`config.mk`:
```
export PLATFORM = sky130hd
export DESIGN_NAME = relu_layer_sequencer_flat
export DESIGN_NICKNAME = d
export VERILOG_FILES = /design/src/rtl/relu_layer_sequencer_if.sv /design/src/rtl/relu_layer_sequencer.sv /design/src/flat_wrapper.sv
export SDC_FILE = /design/constraint.sdc
export NUM_CORES = 1
export LEC_CHECK = 0
export ABC_CLOCK_PERIOD_IN_PS = 4800
export CORE_AREA = 2 2 279 281
export CTS_BUF_LIST = sky130_fd_sc_hd__clkbuf_8 sky130_fd_sc_hd__clkbuf_16
export CTS_CLUSTER_DIAMETER = 40
export CTS_CLUSTER_SIZE = 28
export DETAILED_ROUTE_END_ITERATION = 7
export DIE_AREA = 0 0 281 283
export PLACE_DENSITY = 0.63
export SKIP_CTS_REPAIR_TIMING = 1
export SYNTH_ARGS = -nofsm -noshare
export SYNTH_HDL_FRONTEND = slang
export SYNTH_SLANG_ARGS = --single-unit
```
`constraint.sdc`:
```
create_clock -name clk -period 4.8 [get_ports clk]
set_input_delay 0.96 -clock clk [delete_from_list [all_inputs] [get_ports clk]]
set_output_delay 0.96 -clock clk [all_outputs]
set_load 0.05 [all_outputs]
```
`src/rtl/relu_layer_sequencer_if.sv`:
```
// Signal bundle for relu_layer_sequencer: the layer-side vector bus plus the
// go/done handshake to the shared ReLU unit. slave = sequencer, master = environment.
interface relu_layer_sequencer_if #(
  parameter int NEURON_NB = 10,
  parameter int WIDTH     = 32
);
  localparam int IDX_W = (NEURON_NB > 1) ? $clog2(NEURON_NB) : 1;

  logic                       layer_go;
  logic [WIDTH*NEURON_NB-1:0] data_in_array;
  logic                       layer_busy;
  logic                       layer_done;
  logic [WIDTH*NEURON_NB-1:0] data_out_array;
  logic                       err_timeout;
  logic                       relu_go;
  logic [WIDTH-1:0]           relu_data_in;
  logic [WIDTH-1:0]           relu_data_out;
  logic                       relu_done;
  logic [IDX_W-1:0]           neuron_idx;

  modport slave (
    input  layer_go, data_in_array, relu_data_out, relu_done,
    output layer_busy, layer_done, data_out_array, err_timeout,
           relu_go, relu_data_in, neuron_idx
  );

  modport master (
    output layer_go, data_in_array, relu_data_out, relu_done,
    input  layer_busy, layer_done, data_out_array, err_timeout,
           relu_go, relu_data_in, neuron_idx
  );
endinterface

```
`src/rtl/relu_layer_sequencer.sv`:
```
// Shares one ReLU unit across NEURON_NB neurons: captures the pre-activation
// vector, issues one go/done per neuron with a watchdog, assembles the result.
module relu_layer_sequencer #(
  parameter int NEURON_NB = 10,
  parameter int WIDTH     = 32,
  parameter int TIMEOUT   = 16
) (
  input  logic                   clk,
  input  logic                   reset,
  relu_layer_sequencer_if.slave  bus
);
  localparam int IDX_W = (NEURON_NB > 1) ? $clog2(NEURON_NB) : 1;
  localparam int WD_W  = (TIMEOUT > 2) ? $clog2(TIMEOUT) : 1;
  localparam logic [IDX_W-1:0] IDX_LAST = IDX_W'(NEURON_NB - 1);
  localparam logic [WD_W-1:0]  WD_MAX   = WD_W'(TIMEOUT - 1);

  typedef enum logic [1:0] {IDLE, ISSUE, WAIT, DONE} state_t;

  state_t                         state_q, state_d;
  logic [NEURON_NB-1:0][WIDTH-1:0] buf_q;
  logic [NEURON_NB-1:0][WIDTH-1:0] out_q;
  logic [IDX_W-1:0]               idx_q;
  logic [WD_W-1:0]                wd_q;
  logic                           err_q;
  logic                           last_n;
  logic                           wd_expired;
  logic                           advance;

  always_comb begin
    last_n     = (idx_q == IDX_LAST);
    wd_expired = (wd_q == WD_MAX);
    advance    = (state_q == WAIT) && (bus.relu_done || wd_expired);
    state_d    = state_q;
    case (state_q)
      IDLE:    if (bus.layer_go) state_d = ISSUE;
      ISSUE:   state_d = WAIT;
      WAIT:    if (advance) state_d = last_n ? DONE : ISSUE;
      DONE:    state_d = IDLE;
      default: state_d = IDLE;
    endcase
  end

  always_ff @(posedge clk or negedge reset) begin
    if (!reset) begin
      state_q <= IDLE;
      buf_q   <= '0;
      out_q   <= '0;
      idx_q   <= '0;
      wd_q    <= '0;
      err_q   <= 1'b0;
    end else begin
      state_q <= state_d;
      case (state_q)
        IDLE: if (bus.layer_go) begin
          buf_q <= bus.data_in_array;
          idx_q <= '0;
          err_q <= 1'b0;
        end
        ISSUE: wd_q <= '0;
        WAIT: begin
          wd_q <= wd_q + 1'b1;
          if (advance) begin
            // A real result beats a coincident watchdog expiry.
            out_q[idx_q] <= bus.relu_done ? bus.relu_data_out : '0;
            if (!bus.relu_done) err_q <= 1'b1;
            if (!last_n) idx_q <= idx_q + 1'b1;
          end
        end
        default: ;
      endcase
    end
  end

  // Operand comes straight from the captured buffer, so it stays stable through WAIT.
  assign bus.relu_data_in   = buf_q[idx_q];
  assign bus.relu_go        = (state_q == ISSUE);
  assign bus.layer_done     = (state_q == DONE);
  assign bus.layer_busy     = (state_q != IDLE);
  assign bus.neuron_idx     = idx_q;
  assign bus.data_out_array = out_q;
  assign bus.err_timeout    = err_q;
endmodule

```
`src/flat_wrapper.sv`:
```
// flat-port wrapper written by rule: the top's interface ports become plain ports
module relu_layer_sequencer_flat 
#(
  parameter int NEURON_NB = 10,
  parameter int WIDTH     = 32,
  parameter int TIMEOUT   = 16
)
  (clk, reset, bus_layer_go, bus_data_in_array, bus_relu_data_out, bus_relu_done, bus_layer_busy, bus_layer_done, bus_data_out_array, bus_err_timeout, bus_relu_go, bus_relu_data_in, bus_neuron_idx);
  relu_layer_sequencer_if #(.NEURON_NB(NEURON_NB), .WIDTH(WIDTH)) bus_i ();
  input  logic clk;
  input  logic reset;
  input wire logic [$bits(bus_i.layer_go)-1:0] bus_layer_go;
  input wire logic [$bits(bus_i.data_in_array)-1:0] bus_data_in_array;
  input wire logic [$bits(bus_i.relu_data_out)-1:0] bus_relu_data_out;
  input wire logic [$bits(bus_i.relu_done)-1:0] bus_relu_done;
  output wire logic [$bits(bus_i.layer_busy)-1:0] bus_layer_busy;
  output wire logic [$bits(bus_i.layer_done)-1:0] bus_layer_done;
  output wire logic [$bits(bus_i.data_out_array)-1:0] bus_data_out_array;
  output wire logic [$bits(bus_i.err_timeout)-1:0] bus_err_timeout;
  output wire logic [$bits(bus_i.relu_go)-1:0] bus_relu_go;
  output wire logic [$bits(bus_i.relu_data_in)-1:0] bus_relu_data_in;
  output wire logic [$bits(bus_i.neuron_idx)-1:0] bus_neuron_idx;
  assign bus_i.layer_go = bus_layer_go;
  assign bus_i.data_in_array = bus_data_in_array;
  assign bus_i.relu_data_out = bus_relu_data_out;
  assign bus_i.relu_done = bus_relu_done;
  assign bus_layer_busy = bus_i.layer_busy;
  assign bus_layer_done = bus_i.layer_done;
  assign bus_data_out_array = bus_i.data_out_array;
  assign bus_err_timeout = bus_i.err_timeout;
  assign bus_relu_go = bus_i.relu_go;
  assign bus_relu_data_in = bus_i.relu_data_in;
  assign bus_neuron_idx = bus_i.neuron_idx;
  relu_layer_sequencer #(.NEURON_NB(NEURON_NB), .WIDTH(WIDTH), .TIMEOUT(TIMEOUT)) u_core (.clk(clk), .reset(reset), .bus(bus_i));
endmodule
```
==> results of run 1 <==
metrics by stage:
stage          hold slack [ps]  power [mW]  instance area (µm²)  utilization
6_report                   370        29.9                39100        0.510
5_1_grt                    415        31.2                39100        0.510
3_5_place_dp               477        22.4                35500        0.462
3_3_place_gp               471        22.2                35500        0.462
2_1_floorplan              474        17.7                27100            -
4_1_cts                    377        30.2                39100        0.510
final cells by class:
| class | count | area share |
|---|---|---|
| tap | 1040 | 0.0332 |
| timing repair buffer | 757 | 0.194 |
| clock buffer | 111 | 0.0687 |
| inverter | 8 | 0.000767 |
| sequential | 651 | 0.416 |
| multi-input combinational | 937 | 0.261 |
| antenna | 8 | 0.000511 |
| clock inverter | 82 | 0.0250 |
report_power, final:
part	total, mW	switching, mW	internal (mW)
registers	9.03	1.29	7.74
logic	13.2	7.67	5.56
clock network	7.68	2.89	4.79
total	29.9	11.8	18.1
Yosys cell counts (all sizes together) (2+ instances only):
| cell type | number | area share |
|---|---|---|
| nand2 | 10 | 0.0014 |
| nor2 | 2 | 0.00028 |
| nor2b | 2 | 0.00046 |
| nor3 | 8 | 0.0019 |
| mux4 | 32 | 0.027 |
| nand3 | 3 | 0.00055 |
| or3 | 2 | 0.00046 |
| a22o | 32 | 0.010 |
| clkbuf | 66 | 0.0092 |
| buf | 77 | 0.013 |
| nand2b | 3 | 0.00069 |
| a221o | 34 | 0.013 |
| dfrtp | 651 | 0.60 |
| nor4 | 6 | 0.0023 |
| and2 | 33 | 0.0076 |
| a21oi | 2 | 0.00037 |
| a2bb2oi | 2 | 0.00065 |
| mux2 | 640 | 0.27 |
| o22ai | 32 | 0.0074 |
| o21ai | 4 | 0.00074 |
| ha | 10 | 0.0046 |
| mux2i | 66 | 0.024 |
| inv | 8 | 0.0011 |
sequential cells by signal, summed over array words and instances (netlist names):
register and count:
u_core.state_q 2, u_core.wd_q 4, u_core.buf_q 320, u_core.bus.neuron_idx 4
u_core.bus.data_out_array 320, u_core.bus.err_timeout 1
kinds of logic after synthesis:
group	count (synthesis)	synth area share
multiplexers	738	0.317
AND/OR/NAND/NOR	74	0.0177
adder cells (fa/ha/maj)	10	0.00463
flip-flops	651	0.602
AO/OA/AOI/OAI	115	0.0352
buffers and inverters	151	0.0228
metal layers:
layer,global-route usage,up-vias,share of wire
met5,0,-,0.0022
met4,0.0567,30,0.020
met3,0.0761,132,0.090
met2,0.383,679,0.51
met1,0.260,9397,0.38
li1,-,7822,-
layout by cell type (no fill, tap or decap), types with 3 or more instances in the layout:
| cell type | Yosys | final |
|---|---|---|
| sky130_fd_sc_hd__clkdlybuf4s50_1 | 0 | 714 |
| sky130_fd_sc_hd__dfrtp_1 | 651 | 649 |
| sky130_fd_sc_hd__mux2_2 | 626 | 626 |
| sky130_fd_sc_hd__clkbuf_16 | 0 | 103 |
| sky130_fd_sc_hd__mux2i_1 | 66 | 66 |
| sky130_fd_sc_hd__a221o_1 | 34 | 34 |
| sky130_fd_sc_hd__and2_1 | 33 | 33 |
| sky130_fd_sc_hd__mux4_2 | 32 | 32 |
| sky130_fd_sc_hd__o22ai_1 | 32 | 32 |
| sky130_fd_sc_hd__a22o_1 | 32 | 32 |
| sky130_fd_sc_hd__buf_4 | 3 | 32 |
| sky130_fd_sc_hd__clkinv_4 | 0 | 17 |
| sky130_fd_sc_hd__inv_1 | 8 | 14 |
| sky130_fd_sc_hd__mux2_1 | 14 | 14 |
| sky130_fd_sc_hd__inv_6 | 0 | 14 |
| sky130_fd_sc_hd__bufinv_16 | 0 | 12 |
| sky130_fd_sc_hd__clkinvlp_4 | 0 | 12 |
| sky130_fd_sc_hd__clkinv_2 | 0 | 11 |
| sky130_fd_sc_hd__ha_1 | 10 | 10 |
| sky130_fd_sc_hd__buf_12 | 0 | 10 |
| sky130_fd_sc_hd__nand2_1 | 10 | 9 |
| sky130_fd_sc_hd__diode_2 | 0 | 8 |
| sky130_fd_sc_hd__clkbuf_8 | 0 | 8 |
| sky130_fd_sc_hd__inv_8 | 0 | 5 |
| sky130_fd_sc_hd__nor4_4 | 0 | 4 |
| sky130_fd_sc_hd__o21ai_0 | 4 | 4 |
| sky130_fd_sc_hd__nor3_2 | 2 | 3 |
| sky130_fd_sc_hd__nand2b_1 | 3 | 3 |
| sky130_fd_sc_hd__nand3_1 | 3 | 3 |
| sky130_fd_sc_hd__nor3_1 | 6 | 3 |
| sky130_fd_sc_hd__clkinv_16 | 0 | 3 |
path summary, 6_finish.rpt:
kind	startpoint	end	slack, ps	cells past startpoint
worst max-delay path	u_core.bus.neuron_idx[0]	bus_relu_data_in[14]	330	5
worst min-delay path	reset	u_core.bus.data_out_array[252]	370	1
worst max register to register	u_core.state_q[0]	u_core.bus.data_out_array[319]	1710	6
worst min register to register	u_core.bus.data_out_array[271]	u_core.bus.data_out_array[271]	490	1
max in group asynchronous	reset	u_core.buf_q[92]	3110	3
min in group clk	u_core.bus.data_out_array[271]	u_core.bus.data_out_array[271]	490	1
critical path, stage by stage, from the launching register on:
cell,delay (ps)
sky130_fd_sc_hd__dfrtp_4,750
sky130_fd_sc_hd__inv_1,210
sky130_fd_sc_hd__nor3_2,210
sky130_fd_sc_hd__buf_4,500
sky130_fd_sc_hd__a221o_1,240
sky130_fd_sc_hd__clkdlybuf4s50_1,940
==> metrics.txt, run 1 <==
# TYPE chip_impl_metric gauge
chip_impl_metric{name="postSynthNetCount",unit=""} 2105
chip_impl_metric{name="dr_total_vias",unit=""} 18060
chip_impl_metric{name="critPathArrivalTime",unit="ps"} 3510
chip_impl_metric{name="max_cap_viol_count",unit=""} 0
chip_impl_metric{name="drt-total-wl",unit="mm"} 89.1
chip_impl_metric{name="synth_sequential_area_ratio",unit=""} 0.602
chip_impl_metric{name="clkTransAtPathRegs",unit="ps"} 60
chip_impl_metric{name="worst_slack",unit="ps"} 327
chip_impl_metric{name="syn-cell-area",unit="µm²"} 27100
chip_impl_metric{name="maximum_number_of_pins_on_one_net_before_global_route_repair",unit=""} 103
chip_impl_info{name="cts_tree",value="built"} 1
chip_impl_metric{name="dr.pass1.iters",unit=""} 5
chip_impl_metric{name="multi_input_comb_area",unit="µm²"} 10200
chip_impl_metric{name="remaining_drc_errors",unit=""} 0
chip_impl_metric{name="final_hold_viol_count",unit=""} 0
chip_impl_info{name="rsz_0062_raised_after_global_routing",value="false"} 1
chip_impl_metric{name="clk_path_buf_depth",unit=""} 3
chip_impl_metric{name="setup_violations",unit=""} 0
chip_impl_info{name="start_kind",value="register"} 1
chip_impl_metric{name="route.antenna.remaining_nets",unit=""} 0
chip_impl_info{name="run_status",value="complete, no violations"} 1
chip_impl_metric{name="grt_pass1_vias",unit=""} 19747
chip_impl_metric{name="ir_worst_vdd",unit="µV"} 716
chip_impl_info{name="worst_hold_path_type",value="in2async"} 1
chip_impl_metric{name="final_skew",unit="ps"} 44.0
chip_impl_metric{name="synth-edff-count",unit=""} 0
chip_impl_info{name="ys_dominant_reg_cell",value="sky130_fd_sc_hd__dfrtp_1"} 1
chip_impl_metric{name="numPlacedInstances",unit=""} 3393
chip_impl_metric{name="power.density",unit="nW/µm²"} 765
chip_impl_info{name="critical_path_class",value="reg2out"} 1
chip_impl_metric{name="cts_buffers",unit=""} 102
chip_impl_metric{name="insertion_delay",unit="ps"} 650
chip_impl_metric{name="min_period_over_period",unit=""} 0.932
chip_impl_metric{name="post-route-min-period",unit="ps"} 4470
chip_impl_metric{name="die_h",unit="µm"} 283
chip_impl_metric{name="core_area",unit="µm²"} 76700
chip_impl_metric{name="grt_pass1_wl",unit="mm"} 131
chip_impl_metric{name="max_freq",unit="MHz"} 224
chip_impl_metric{name="layout-drive-gt1-share",unit=""} 0.356
chip_impl_metric{name="routability_driven_placement_congestion_ratio",unit=""} 0.884
chip_impl_metric{name="grt_antenna_before_repair",unit=""} 25
chip_impl_metric{name="slew_violations",unit=""} 0
chip_impl_metric{name="layout_fillers",unit=""} 6424
chip_impl_metric{name="slew-limit-headroom",unit=""} 0.240
chip_impl_metric{name="synth-seq-cells",unit=""} 651
chip_impl_metric{name="finalSetupTns",unit="ps"} 0
chip_impl_metric{name="top_level_ports",unit=""} 716
chip_impl_metric{name="placement_rows",unit=""} 102
chip_impl_metric{name="async_flop_share",unit=""} 1.00
chip_impl_metric{name="grt_use_total",unit=""} 0.221
chip_impl_metric{name="post_synth_inst_count",unit=""} 1739
chip_impl_metric{name="gr-total-overflow",unit=""} 0
chip_impl_metric{name="die-width",unit="µm"} 281
chip_impl_metric{name="post_synth_num_cell_types",unit=""} 42
chip_impl_metric{name="place.detailed.hpwl",unit="mm"} 63.8
chip_impl_metric{name="fp.dieArea",unit="µm²"} 79500
chip_impl_metric{name="crit_fanout",unit=""} 32
chip_impl_metric{name="io_buffers",unit=""} 715
chip_impl_metric{name="cts.sink_count",unit=""} 651
chip_impl_metric{name="dp_worst_setup_slack",unit="ps"} 925
chip_impl_metric{name="syn2layout_area_growth",unit="%"} 44.7
chip_impl_metric{name="cts_max_level",unit=""} 3
chip_impl_metric{name="leakagePower",unit="nW"} 16.7
chip_impl_metric{name="initialDrtViolationCount",unit=""} 904
chip_impl_metric{name="instances_no_fill",unit=""} 3594
chip_impl_metric{name="route.detailed.vias_per_inst",unit=""} 5.03
chip_impl_metric{name="yosys_warnings",unit=""} 0
chip_impl_info{name="cp-end-kind",value="primary output"} 1
chip_impl_metric{name="finish.net_count",unit=""} 2823
chip_impl_metric{name="synth.avg_cell_area",unit="µm²"} 15.6
chip_impl_metric{name="floorplan.initialDensity",unit=""} 0.353
chip_impl_metric{name="worst_pin_slew",unit="ps"} 1140
chip_impl_metric{name="layout.area.seq",unit="µm²"} 16300
chip_impl_info{name="ctsRootBufferMaster",value="sky130_fd_sc_hd__clkbuf_16"} 1
chip_impl_metric{name="critical_path_required",unit="ps"} 3840
chip_impl_metric{name="detail_route.wl_per_cell",unit="µm"} 24.8
Power figures use the tool's default switching activity.
==> inputs of run 2 (changes only) <==
Settings changed: CAP_MARGIN set to 10.
==> results of run 2 <==
Final layout, timing and power as in run 1 (identical DEF).
==> inputs of run 3 (changes only) <==
Settings changed: ABC_CLOCK_PERIOD_IN_PS 4800 to 3900, PLACE_DENSITY 0.63 to 0.66.
Clock period 4.8 ns to 3.9 ns, I/O delays scaled along.
==> metrics.txt, run 3 (same netlist as run 1, synthesis figures left out) <==
# TYPE chip_impl_metric gauge
chip_impl_info{name="run_status",value="complete, no violations"} 1
chip_impl_metric{name="maximum_number_of_pins_on_one_net_before_global_route_repair",unit=""} 103
chip_impl_info{name="ctsRootBufferMaster",value="sky130_fd_sc_hd__clkbuf_16"} 1
chip_impl_metric{name="postLayoutCellArea",unit="µm²"} 39500
chip_impl_metric{name="remaining_drc_errors",unit=""} 0
chip_impl_info{name="start_kind",value="register"} 1
chip_impl_metric{name="io_buffers",unit=""} 715
chip_impl_metric{name="fin_worst_hold_slack",unit="ps"} 149
chip_impl_metric{name="place.detailed.hpwl",unit="mm"} 62.8
chip_impl_metric{name="wl_met2",unit="mm"} 44.1
chip_impl_metric{name="route.antenna.remaining_nets",unit=""} 0
chip_impl_metric{name="timing.reg2reg.setup_slack",unit="ps"} 1160
chip_impl_metric{name="max_freq",unit="MHz"} 268
chip_impl_metric{name="numPlacedInstances",unit=""} 3396
chip_impl_info{name="cp-end-kind",value="primary output"} 1
chip_impl_metric{name="critical_path_required",unit="ps"} 3120
chip_impl_metric{name="fp.dieArea",unit="µm²"} 79500
chip_impl_metric{name="dr_total_vias",unit=""} 18068
chip_impl_info{name="critical_path_class",value="reg2out"} 1
chip_impl_metric{name="instances_no_fill",unit=""} 3596
chip_impl_metric{name="dr.pass1.iters",unit=""} 4
chip_impl_metric{name="ff2ff_path_depth",unit=""} 6
chip_impl_metric{name="crit_fanout",unit=""} 32
chip_impl_metric{name="syn2layout_area_growth",unit="%"} 45.8
chip_impl_metric{name="setup_violations",unit=""} 0
chip_impl_info{name="worst_hold_path_type",value="in2async"} 1
chip_impl_metric{name="placement_rows",unit=""} 102
chip_impl_metric{name="cts_max_level",unit=""} 3
chip_impl_metric{name="power.density",unit="nW/µm²"} 957
chip_impl_metric{name="grt_pass1_wl",unit="mm"} 130
chip_impl_metric{name="top_level_ports",unit=""} 716
chip_impl_metric{name="grt_use_total",unit=""} 0.218
chip_impl_metric{name="met3_length",unit="mm"} 7.63
chip_impl_metric{name="min_period_over_period",unit=""} 0.957
chip_impl_metric{name="finish.net_count",unit=""} 2824
chip_impl_info{name="top_library_cells_by_usage_in_the_layout_fill_and_taps_aside",value="sky130_fd_sc_hd__clkdlybuf4s50_1 (682), sky130_fd_sc_hd__dfrtp_1 (649), sky130_fd_sc_hd__mux2_2 (626)"} 1
chip_impl_info{name="rsz_0062_raised_after_global_routing",value="false"} 1
chip_impl_metric{name="placed_cell_area",unit="µm²"} 35900
chip_impl_metric{name="max_cap_viol_count",unit=""} 0
chip_impl_metric{name="grt_pass1_vias",unit=""} 19739
chip_impl_metric{name="die-width",unit="µm"} 281
chip_impl_metric{name="routability_driven_placement_congestion_ratio",unit=""} 0.922
chip_impl_metric{name="insertion_delay",unit="ps"} 650
chip_impl_metric{name="clkTransAtPathRegs",unit="ps"} 60
chip_impl_metric{name="core_area",unit="µm²"} 76700
chip_impl_info{name="top_signal_layer_used",value="met5"} 1
chip_impl_metric{name="cts.sink_count",unit=""} 651
chip_impl_info{name="cts_tree",value="built"} 1
chip_impl_metric{name="critPathArrivalTime",unit="ps"} 2950
chip_impl_metric{name="wl_met1",unit="mm"} 33.6
chip_impl_metric{name="slew-limit-headroom",unit=""} 0.201
chip_impl_metric{name="slew_violations",unit=""} 0
chip_impl_metric{name="final_skew",unit="ps"} 22.7
chip_impl_metric{name="floorplan.initialDensity",unit=""} 0.353
chip_impl_metric{name="initialDrtViolationCount",unit=""} 809
chip_impl_metric{name="grt_antenna_before_repair",unit=""} 34
chip_impl_metric{name="cts_buffers",unit=""} 100
chip_impl_info{name="r2r-end",value="u_core.bus.data_out_array[319]"} 1
chip_impl_metric{name="final_hold_viol_count",unit=""} 0
chip_impl_metric{name="drt-total-wl",unit="mm"} 88.0
chip_impl_metric{name="gr-total-overflow",unit=""} 0
chip_impl_metric{name="max_stage_delay",unit="ps"} 1030
chip_impl_info{name="worstPathCellList",value="or3b_2 -> o22ai_1 -> a221o_1 -> buf_12"} 1
chip_impl_metric{name="leakagePower",unit="nW"} 16.9
chip_impl_info{name="critical_path.startpoint",value="u_core.bus.neuron_idx[3]"} 1
chip_impl_metric{name="layout-drive-gt1-share",unit=""} 0.369
chip_impl_metric{name="worst_pin_slew",unit="ps"} 1200
chip_impl_info{name="worst_path_max_delay_cell",value="sky130_fd_sc_hd__or3b_2"} 1
chip_impl_metric{name="design_power_total",unit="mW"} 37.8
chip_impl_metric{name="detail_route.wl_per_cell",unit="µm"} 24.5
chip_impl_metric{name="clk_path_buf_depth",unit=""} 3
chip_impl_metric{name="route.detailed.vias_per_inst",unit=""} 5.02
chip_impl_metric{name="layout_fillers",unit=""} 6304
chip_impl_info{name="cp-endpoint",value="bus_relu_data_in[30]"} 1
chip_impl_metric{name="ir_worst_vdd",unit="µV"} 701
chip_impl_info{name="layout.cells.most_common",value="sky130_fd_sc_hd__clkdlybuf4s50_1"} 1
chip_impl_info{name="worst_r2r_startpoint",value="u_core.bus.neuron_idx[0]"} 1
chip_impl_metric{name="die_h",unit="µm"} 283
chip_impl_metric{name="post-route-min-period",unit="ps"} 3730
-- run 3: final cells by class --
| cell class | instances | area, µm² | share of cell area |
|---|---|---|---|
| sequential | 651 | 16300 | 0.413 |
| multi-input combinational | 937 | 10200 | 0.259 |
| timing repair buffer | 760 | 8050 | 0.204 |
| clock buffer | 112 | 2680 | 0.0679 |
| tap | 1040 | 1300 | 0.0330 |
| clock inverter | 75 | 838 | 0.0212 |
| antenna | 13 | 32.5 | 0.000825 |
| inverter | 8 | 30.0 | 0.000761 |
-- run 3: worst min-delay path by stage --
stage,to,cells past startpoint
floorplan,u_core.buf_q[100],1
global placement,u_core.bus.data_out_array[271],1
detailed placement,u_core.bus.data_out_array[207],1
CTS,u_core.buf_q[228],1
global route,u_core.buf_q[228],1
finish,u_core.buf_q[228],1
-- run 3: through the flow --
| step | setup slack (ps) | TNS, ps | utilization |
|---|---|---|---|
| final | 168 | 0 | 0.514 |
| after CTS | -18.3 | -62.2 | 0.514 |
| after global routing | 51.5 | 0 | 0.514 |
| after detailed placement | 698 | 0 | 0.468 |
| after global placement | 696 | 0 | 0.468 |
| after floorplan | 599 | 0 | - |
-- run 3: metal layers --
metal | track usage | up-vias
li1 | - | 7846
met1 | 0.252 | 9334
met2 | 0.374 | 686
met3 | 0.0758 | 166
met4 | 0.0729 | 36
met5 | 0 | -
-- run 3: worst max-delay path, delay by kind of cell (launching register included) --
| kind | cells | cell delay, ps |
|---|---|---|
| AND/OR/NAND/NOR | 1 | 1030 |
| buffers and inverters | 1 | 180 |
| AO/OA/AOI/OAI | 2 | 610 |
| flip-flops | 1 | 480 |
-- run 3: power breakdown --
part	internal [mW]	switching [mW]	total [mW]
Sequential	9.52	1.54	11.1
Combinational	7.81	9.77	17.6
Clock	5.59	3.52	9.11
Total	22.9	14.8	37.8
